`config.mk`:
```
export PLATFORM = sky130hd
export DESIGN_NAME = nano_fetch_unit
export DESIGN_NICKNAME = d
export VERILOG_FILES = /design/src/rtl/nano_fetch_unit.sv
export SDC_FILE = /design/constraint.sdc
export NUM_CORES = 1
export LEC_CHECK = 0
export CAP_MARGIN = 20
export CORE_AREA = 3 3 69 71
export CTS_CLUSTER_DIAMETER = 80
export CTS_CLUSTER_SIZE = 16
export DETAILED_ROUTE_END_ITERATION = 10
export DIE_AREA = 0 0 72 74
export GPL_TIMING_DRIVEN = 0
export PLACE_DENSITY = 0.63
export SYNTH_ARGS = -nofsm -noshare
export SYNTH_HDL_FRONTEND = slang
export SYNTH_SLANG_ARGS = --single-unit
```
`constraint.sdc`:
```
create_clock -name clock -period 1.78 [get_ports clock]
set_clock_uncertainty 0.1 [all_clocks]
set_input_delay 0.267 -clock clock [delete_from_list [all_inputs] [get_ports clock]]
set_output_delay 0.267 -clock clock [all_outputs]
set_load 0.1 [all_outputs]
```
`src/rtl/nano_fetch_unit.sv`:
```
// nano_fetch_unit: NanoRisc fetch stage. Reads the word at the PC, hands it to decode, and writes back PC+1 or a redirect target.
// Build macro PREFETCH_BUF_EN replaces the single holding register with a 2-entry prefetch FIFO.
module nano_fetch_unit #(
  parameter int ADDR_W  = 8,
  parameter int INSTR_W = 8
) (
  input  logic               clock,
  input  logic               reset_n,
  input  logic               run,
  input  logic [ADDR_W-1:0]  pc_value,
  output logic               pc_write,
  output logic [ADDR_W-1:0]  pc_next,
  output logic               mem_req,
  output logic [ADDR_W-1:0]  mem_addr,
  input  logic               mem_ack,
  input  logic [INSTR_W-1:0] mem_rdata,
  input  logic               redirect,
  input  logic [ADDR_W-1:0]  redirect_addr,
  output logic [INSTR_W-1:0] instr,
  output logic               instr_valid,
  input  logic               instr_ready
);

  typedef enum logic [1:0] {IDLE = 2'd0, FETCH = 2'd1, HOLD = 2'd2} state_e;

  state_e              state_q, state_d;
  logic                mem_req_q, mem_req_d;
  logic [ADDR_W-1:0]   mem_addr_q, mem_addr_d;
  logic                pc_write_q, pc_write_d;
  logic [ADDR_W-1:0]   pc_next_q, pc_next_d;
  logic [INSTR_W-1:0]  instr_q, instr_d;
  logic                instr_valid_q, instr_valid_d;
  logic [ADDR_W-1:0]   fwd_pc_s;

  assign pc_write    = pc_write_q;
  assign pc_next     = pc_next_q;
  assign mem_req     = mem_req_q;
  assign mem_addr    = mem_addr_q;
  assign instr       = instr_q;
  assign instr_valid = instr_valid_q;

  // The PC register lags its write strobe by a cycle, so forward the value being written.
  assign fwd_pc_s = pc_write_q ? pc_next_q : pc_value;

`ifdef PREFETCH_BUF_EN
  logic [INSTR_W-1:0]  spare_q, spare_d;
  logic                spare_valid_q, spare_valid_d;
  logic                pop_s, push_s, free_s;

  assign pop_s  = instr_valid_q & instr_ready;
  assign push_s = (state_q == FETCH) & mem_req_q & mem_ack;
  assign free_s = ~(instr_valid_q & spare_valid_q & ~pop_s);

  // Next-state logic: FIFO head in instr_q, second entry in spare_q
  always_comb begin
    state_d       = state_q;
    mem_req_d     = 1'b0;
    mem_addr_d    = mem_addr_q;
    pc_write_d    = 1'b0;
    pc_next_d     = pc_next_q;
    instr_d       = instr_q;
    instr_valid_d = instr_valid_q;
    spare_d       = spare_q;
    spare_valid_d = spare_valid_q;
    if (redirect) begin
      pc_write_d    = 1'b1;
      pc_next_d     = redirect_addr;
      instr_valid_d = 1'b0;
      spare_valid_d = 1'b0;
      state_d       = run ? FETCH : IDLE;
    end else begin
      if (pop_s) begin
        if (spare_valid_q) begin
          instr_d       = spare_q;
          spare_d       = mem_rdata;
          spare_valid_d = push_s;
        end else if (push_s) begin
          instr_d = mem_rdata;
        end else begin
          instr_valid_d = 1'b0;
        end
      end else if (push_s) begin
        if (instr_valid_q) begin
          spare_d       = mem_rdata;
          spare_valid_d = 1'b1;
        end else begin
          instr_d       = mem_rdata;
          instr_valid_d = 1'b1;
        end
      end else begin
        instr_valid_d = instr_valid_q;
      end
      case (state_q)
        IDLE: begin
          if (run && free_s) begin
            state_d    = FETCH;
            mem_req_d  = 1'b1;
            mem_addr_d = fwd_pc_s;
          end else begin
            state_d = IDLE;
          end
        end
        FETCH: begin
          if (mem_req_q) begin
            if (mem_ack) begin
              pc_write_d = 1'b1;
              pc_next_d  = mem_addr_q + ADDR_W'(1);
            end else begin
              mem_req_d = 1'b1;
            end
          end else if (!run) begin
            state_d = IDLE;
          end else if (free_s) begin
            mem_req_d  = 1'b1;
            mem_addr_d = fwd_pc_s;
          end else begin
            mem_req_d = 1'b0;
          end
        end
        default: state_d = IDLE;
      endcase
    end
  end

  // Second FIFO entry
  always_ff @(posedge clock or negedge reset_n) begin
    if (!reset_n) begin
      spare_q       <= {INSTR_W{1'b0}};
      spare_valid_q <= 1'b0;
    end else begin
      spare_q       <= spare_d;
      spare_valid_q <= spare_valid_d;
    end
  end
`else
  // Next-state logic: one word outstanding, held in instr_q until decode takes it
  always_comb begin
    state_d       = state_q;
    mem_req_d     = 1'b0;
    mem_addr_d    = mem_addr_q;
    pc_write_d    = 1'b0;
    pc_next_d     = pc_next_q;
    instr_d       = instr_q;
    instr_valid_d = instr_valid_q;
    if (redirect) begin
      pc_write_d    = 1'b1;
      pc_next_d     = redirect_addr;
      instr_valid_d = 1'b0;
      state_d       = run ? FETCH : IDLE;
    end else begin
      case (state_q)
        IDLE: begin
          if (run) begin
            state_d    = FETCH;
            mem_req_d  = 1'b1;
            mem_addr_d = fwd_pc_s;
          end else begin
            state_d = IDLE;
          end
        end
        FETCH: begin
          if (mem_req_q && mem_ack) begin
            instr_d       = mem_rdata;
            instr_valid_d = 1'b1;
            pc_write_d    = 1'b1;
            pc_next_d     = mem_addr_q + ADDR_W'(1);
            state_d       = HOLD;
          end else begin
            mem_req_d  = 1'b1;
            mem_addr_d = mem_req_q ? mem_addr_q : fwd_pc_s;
          end
        end
        HOLD: begin
          if (instr_ready) begin
            instr_valid_d = 1'b0;
            if (run) begin
              state_d    = FETCH;
              mem_req_d  = 1'b1;
              mem_addr_d = fwd_pc_s;
            end else begin
              state_d = IDLE;
            end
          end else begin
            state_d = HOLD;
          end
        end
        default: state_d = IDLE;
      endcase
    end
  end
`endif

  // State and registered outputs
  always_ff @(posedge clock or negedge reset_n) begin
    if (!reset_n) begin
      state_q       <= IDLE;
      mem_req_q     <= 1'b0;
      mem_addr_q    <= {ADDR_W{1'b0}};
      pc_write_q    <= 1'b0;
      pc_next_q     <= {ADDR_W{1'b0}};
      instr_q       <= {INSTR_W{1'b0}};
      instr_valid_q <= 1'b0;
    end else begin
      state_q       <= state_d;
      mem_req_q     <= mem_req_d;
      mem_addr_q    <= mem_addr_d;
      pc_write_q    <= pc_write_d;
      pc_next_q     <= pc_next_d;
      instr_q       <= instr_d;
      instr_valid_q <= instr_valid_d;
    end
  end

endmodule

```
==> reports/summary.txt <==
Setup TNS: 0 ns
Layout cells sized above 1: 40.84%
Setup violators final: 0
Global-route wire length before repair: 6216 um
Drc violations: 0
Startpoint class of the critical path: flop
Pleak: 0.9883 nW
Standard-cell rows: 24
FF/Latch Area: 739.5 um2
Critical setup path kind: reg -> out
Via density per instance: 4.971
Die Area: 0.005328 mm2
Yosys top cell by area: dfrtp_1
Crit path cell chain: clkdlybuf4s15_2
Vias in the first global route: 1,323
Synthesized instance count: 124
Final instance area: 0.002298 mm2
Flops & latches, synth: 29
Port Buf Inserts: 56
Largest fanout on the critical path: 4
Fin Hold WS: 0.3370 ns
Biggest cell delay along the critical path: 0.57 ns
Slew HR: 49.55%
RSZ-0062 raised after global routing: false
Slew Viols, Final: 0
Max_cap viols: 0
Ports: 57
CTS H-tree lvls: 2
Routed wire length: 3766 um
Synthesized Nets: 155
CP arrival: 1.29 ns
Area growth from synthesis to layout: 55.55%
Synth Area per Inst: 11.92 um2
Bufs and invs on worst path: 1
Pin count of the biggest net entering global routing: 17
Register area share after synthesis: 49.11%
Die height: 74 um
Cells taking the most area after synthesis: dfrtp_1 (49%), mux2_2 (11%), mux2_4 (7.1%)
Iter 0 DRT Violations: 59
Initial antenna violation count: 0
GRT Overall Usage: 15.43%
Worst setup slack after layout: 0.1190 ns
Final hold violations: 0
Post-DP HPWL: 2826 um
Via count: 1,208
EDFF count, synth: 0
Count leader, synth: dfrtp_1
Crit end category: output port
Clock buffer depth: 2
Post-synth cell types: 33
Async SR Flop Fraction: 100.0%
Crit-path leading delay family: buffers and inverters
Outcome: finished clean
Detailed Routing Iterations Pass 1: 4
CTS tree: built
Total CTS buffers: 5
Mean routed wirelength per cell: 15.50 um
Worst VDD drop: 0.0009126 V
Nets: 221
Ant diodes: 0
Fmax: 602.1 MHz
Synth top cells by count: dfrtp_1 (29), mux2_2 (15), nand2_1 (11), o21ai_0 (9)
Die W: 72 um
GRT overflow: 0
Post-synth top area share: 49.11%
Clock Pin Slew Worst Setup and Hold Paths: 0.06 ns
Dpl ws: -0.2810 ns
Skew-Pair Late Insertion Delay: 0.27 ns
Critical path's slowest cell: clkdlybuf4s15_2
Critical Path RT: 1.41 ns
Starting Density: 34.41%
Fill cells: 358
Yosys warns: 0
Synthesized area: 0.001478 mm2
Part of the cycle the worst path needs: 93.31%
Synth Flop Type: dfrtp_1
Placed Area: 0.002145 mm2
Antenna-violating nets left: 0
Worst-margin pin slew: 0.7543 ns
Total core area: 0.004294 mm2
Root buf cell: clkbuf_8
Tmin final: 1.661 ns
RD Place Congestion: 0.8065
Power per cell area: 1552 mW/mm2
Sink Count: 29
Hold/Removal Path Class: in -> async
Multi-input gate area: 724.4 um2
Hold buffers post-CTS: 0
-- where the power goes --
part | internal, mW | switching [mW]
Clock | 0.270 | 0.240
Combinational | 0.550 | 1.49
Sequential | 0.841 | 0.173
-- flip-flops by register name, summed over array words and instances (netlist names) --
| register | count |
|---|---|
| instr | 8 |
| state_q | 2 |
| mem_req | 1 |
| mem_addr | 8 |
| pc_next | 8 |
| pc_write | 1 |
| instr_valid | 1 |
-- final cells by class --
class / count / share of cell area (%)
tap: 52 / 2.831
multi-input combinational: 88 / 31.52
clock buffer: 6 / 3.157
clock inverter: 2 / 0.4355
buffer: 3 / 0.9799
timing repair buffer: 59 / 28.25
inverter: 4 / 0.6532
sequential: 29 / 32.17
-- layout by cell type, fill, tap and decap left out, types with 4 or more instances in the layout --
master | netlist | routed
clkdlybuf4s50_1 | 0 | 29
clkdlybuf4s15_2 | 0 | 27
dfrtp_1 | 29 | 20
mux2_2 | 15 | 15
nand2_1 | 11 | 11
o21ai_0 | 9 | 9
dfrtp_2 | 0 | 8
mux2_4 | 7 | 7
nor2_1 | 7 | 7
clkbuf_8 | 1 | 6
mux2i_1 | 5 | 5
a21oi_1 | 4 | 4
inv_1 | 4 | 4
-- repair_timing --
| item | CTS | global route |
|---|---|---|
| buffers inserted | 2 | 0 |
| resized for setup | 81 | 3 |
| endpoints found under the setup margin | 34 | 15 |
-- cells by family (layout without fill, tap and decap cells) --
family | after synthesis | count (layout) | share of synthesized area, %
buffers and inverters | 7 | 74 | 2.455
AND/OR/NAND/NOR | 37 | 37 | 15.16
XOR/XNOR | 4 | 4 | 2.371
AO/OA/AOI/OAI | 19 | 19 | 8.129
multiplexers | 27 | 27 | 21.93
flip-flops | 29 | 29 | 49.11
adder cells (fa/ha/maj) | 1 | 1 | 0.8466
-- worst paths after layout --
kind	slack [ns]	cells past startpoint	from	endpoint
hold reg to reg	0.41	1	instr[3]$_DFFE_PN0P_	instr[3]$_DFFE_PN0P_
max in group asynchronous	0.69	2	reset_n	pc_write$_DFF_PN0_
hold / removal	0.34	1	reset_n	pc_next[4]$_DFFE_PN0P_
min in group clock	0.41	1	instr[3]$_DFFE_PN0P_	instr[3]$_DFFE_PN0P_
setup / recovery	0.12	1	mem_req$_DFF_PN0_	mem_req
setup reg to reg	0.14	4	state_q[1]$_DFFE_PN0P_	instr[4]$_DFFE_PN0P_
-- stage by stage --
| stage | utilization, % | std cells | total power, mW |
|---|---|---|---|
| after floorplan | - | 124 | 2.567 |
| after detailed placement | 49.94 | 233 | 3.103 |
| after global placement | 49.30 | 232 | 3.072 |
| final | 53.53 | 243 | 3.568 |
| after global routing | 53.53 | 243 | 3.725 |
| after CTS | 53.29 | 243 | 3.600 |
-- layer usage --
layer | global-route usage [%] | up-vias | wire (um)
li1 | - | 571 | -
met1 | 17.55 | 578 | 1566
met4 | 5.010 | 0 | 26
met5 | 0 | - | 0
met2 | 26.43 | 55 | 1798
met3 | 6.486 | 4 | 374
Note: power is estimated with default switching activity, not from simulation.
==> RTL change: new RTL, config.mk and constraints unchanged <==
Encoding of `state_e`: now one-hot (3 bits for 3 states).
--- a/src/rtl/nano_fetch_unit.sv
+++ b/src/rtl/nano_fetch_unit.sv
@@ -22,5 +22,5 @@
 );
 
-  typedef enum logic [1:0] {IDLE = 2'd0, FETCH = 2'd1, HOLD = 2'd2} state_e;
+  typedef enum logic [2:0] {IDLE = 3'b001, FETCH = 3'b010, HOLD = 3'b100} state_e;
 
   state_e              state_q, state_d;
Formal check against the unedited RTL: same outputs for any inputs over 10 cycles, from zero or initial values and one cycle with reset_n low; not proved beyond that.
==> RTL change against the original RTL <==
Cell area is 7.6% higher; core utilization up 4.1 points; synthesized area increased by 3.1%; combinational power down 5%; routed wire length up 12%; critical path depth up 4; power is 1.3% higher; worst setup slack lost 0.063 ns; sequential cell count grew 1; via count rose by 11%; hold slack got worse by 0.015 ns; first-iteration DRC count rose by 100%; synthesized cell count is 10% higher; critical path type is now flip-flop to flip-flop; largest power group unchanged.
==> RTL change: results (changes against the original RTL) <==
| Metric | Value |
|---|---|
| Status | finished, final reports clean |
| Signal buf overhead | 0.296 (+0.00373) |
| Largest net degree at the start of global routing | 19 (+2) |
| Clk cell area share | 0.0445 (+0.00861) |
| Drt wl/cell | 16.1 µm (+3.8%) |
| PortBufs | 56 (unchanged) |
| Synth warnings | 0 (unchanged) |
| Slew HR | 0.510 (+0.0140) |
| Layout cells sized above 1 | 0.417 (+0.00868) |
| Initial antenna violation count | 0 (unchanged) |
| VDD IR-drop max | 0.644 mV (-29%) |
| Seq area share | 0.311 (-0.0105) |
| R2r endpoint | instr[2]$_DFFE_PN0P_ |
| Adder-cell share of the synthesized area | 0.00821 (-0.000257) |
| Comb_multi_in | 98 (+11%) |
| Mapped Avg Cell Area | 11.1 µm² (-6.7%) |
| DRT iter0 DRCs | 118 (+100%) |
| Worst Hold Class | primary input to asynchronous set/reset pin |
| CTS H-tree lvls | 2 (unchanged) |
| Placed cell count | 246 (+5.6%) |
| Cell Area, Synth | 1520 µm² (+3.1%) |
| Worst-path clk slew | 0.06 ns (about the same) |
| Root buffer selected by CTS | clkbuf_8 |
| DR vias/cell | 5.12 (+3.0%) |
| Syn Nets | 168 (+8.4%) |
| Cells on worst reg2reg path | 5 (+1) |
| Non-clock buffer count | 71 (+15%) |
| Fin crit share | 0.968 (+0.0352) |
| Via Count | 1346 (+11%) |
| First-pass GRT wire length | 6640 µm (+6.8%) |
| Placed inst area | 2190 µm² (+2.3%) |
| Gpl congestion | 0.823 (+2.1%) |
| Sequential cell area fraction in the yosys report | 0.493 (+0.00232) |
| Crit path kind | flip-flop to flip-flop |
| Synth Area in Compound Gates | 0.108 (+0.0271) |
| Switching pwr | 1.81 mW (-5.0%) |
| XOR/XNOR Fraction of Synth Area | 0.0230 (-0.000720) |
| Synth cell types | 36 (+9.1%) |
| Leakage | 1.08 nW (+8.8%) |
| FILL cells | 377 (+5.3%) |
| Pwr Density | 1460 nW/µm² (-5.9%) |
| R2r startpoint | state_q[2]$_DFFE_PN0P_ |
| Worst Path Max Fanout | 8 (+4) |
| Vias in the first global route | 1368 (+3.4%) |
| Reg2Reg Setup Slack | 0.06 ns (-0.08 ns) |
| Gr usage total | 0.165 (+0.0107) |
| Final net count | 241 (+9.0%) |
| Post-synth top cells | 29 x dfrtp_1, 22 x mux2_2, 14 x nand2_1 |
| Mux contribution to synthesized area | 0.202 (-0.0173) |
| Area contributors post-synth | dfrtp_1 48%, mux2_2 16%, mux2i_1 3.9% |
| CTS Buffer Depth | 2 (unchanged) |
| Async set-reset flop share out of synthesis | 1.00 (unchanged) |
| Pre-CTS setup slack | -0.346 ns (-0.0650 ns) |
| Area of the multi-input gates | 781 µm² (+7.8%) |
| Fin Hold WS | 0.322 ns (-0.0152 ns) |
| Post-DP HPWL | 3000 µm (+6.0%) |
| Yosys reg bits | 30 (+3.4%) |
| Critical path arrival | 1.79 ns (+0.50 ns) |
| # clk buffers | 8 (+2) |
==> RTL change: cell count changes after synthesis, moves of 3 or more <==
cell	delta
nor2_1	-3
mux2_2	+7
nand3_1	+3
nand2_1	+3
mux2_4	-7
==> RTL change: worst max-delay path, stage by stage (launching register included) <==
cell and delay, ns:
dfrtp_2 0.43, nor3b_4 0.22, buf_4 0.16, nand2_4 0.07, nor2_4 0.26, mux2_2 0.37
==> RTL change: routing by layer <==
layer,GRT usage,routed length (µm),vias up
met5,0,0,-
met3,0.0595,275,7
met4,0.0585,59,0
li1,-,-,633
met1,0.194,1780,656
met2,0.280,2110,50
==> RTL change: repair_timing <==
item                       CTS  global route
buffers inserted             7             4
resized for setup           86            12
pin swaps                    2             4
setup endpoints to repair   52            18
==> RTL change: power groups by stage <==
stage                     logic (mW)  clock network (mW)  registers [mW]
after detailed placement        1.88                   0            1.03
final                           1.93               0.642            1.04
after floorplan                0.339                   0            2.08
after CTS                       1.88               0.669            1.03
after global routing            2.01               0.698            1.07
after global placement          1.87                   0            1.03
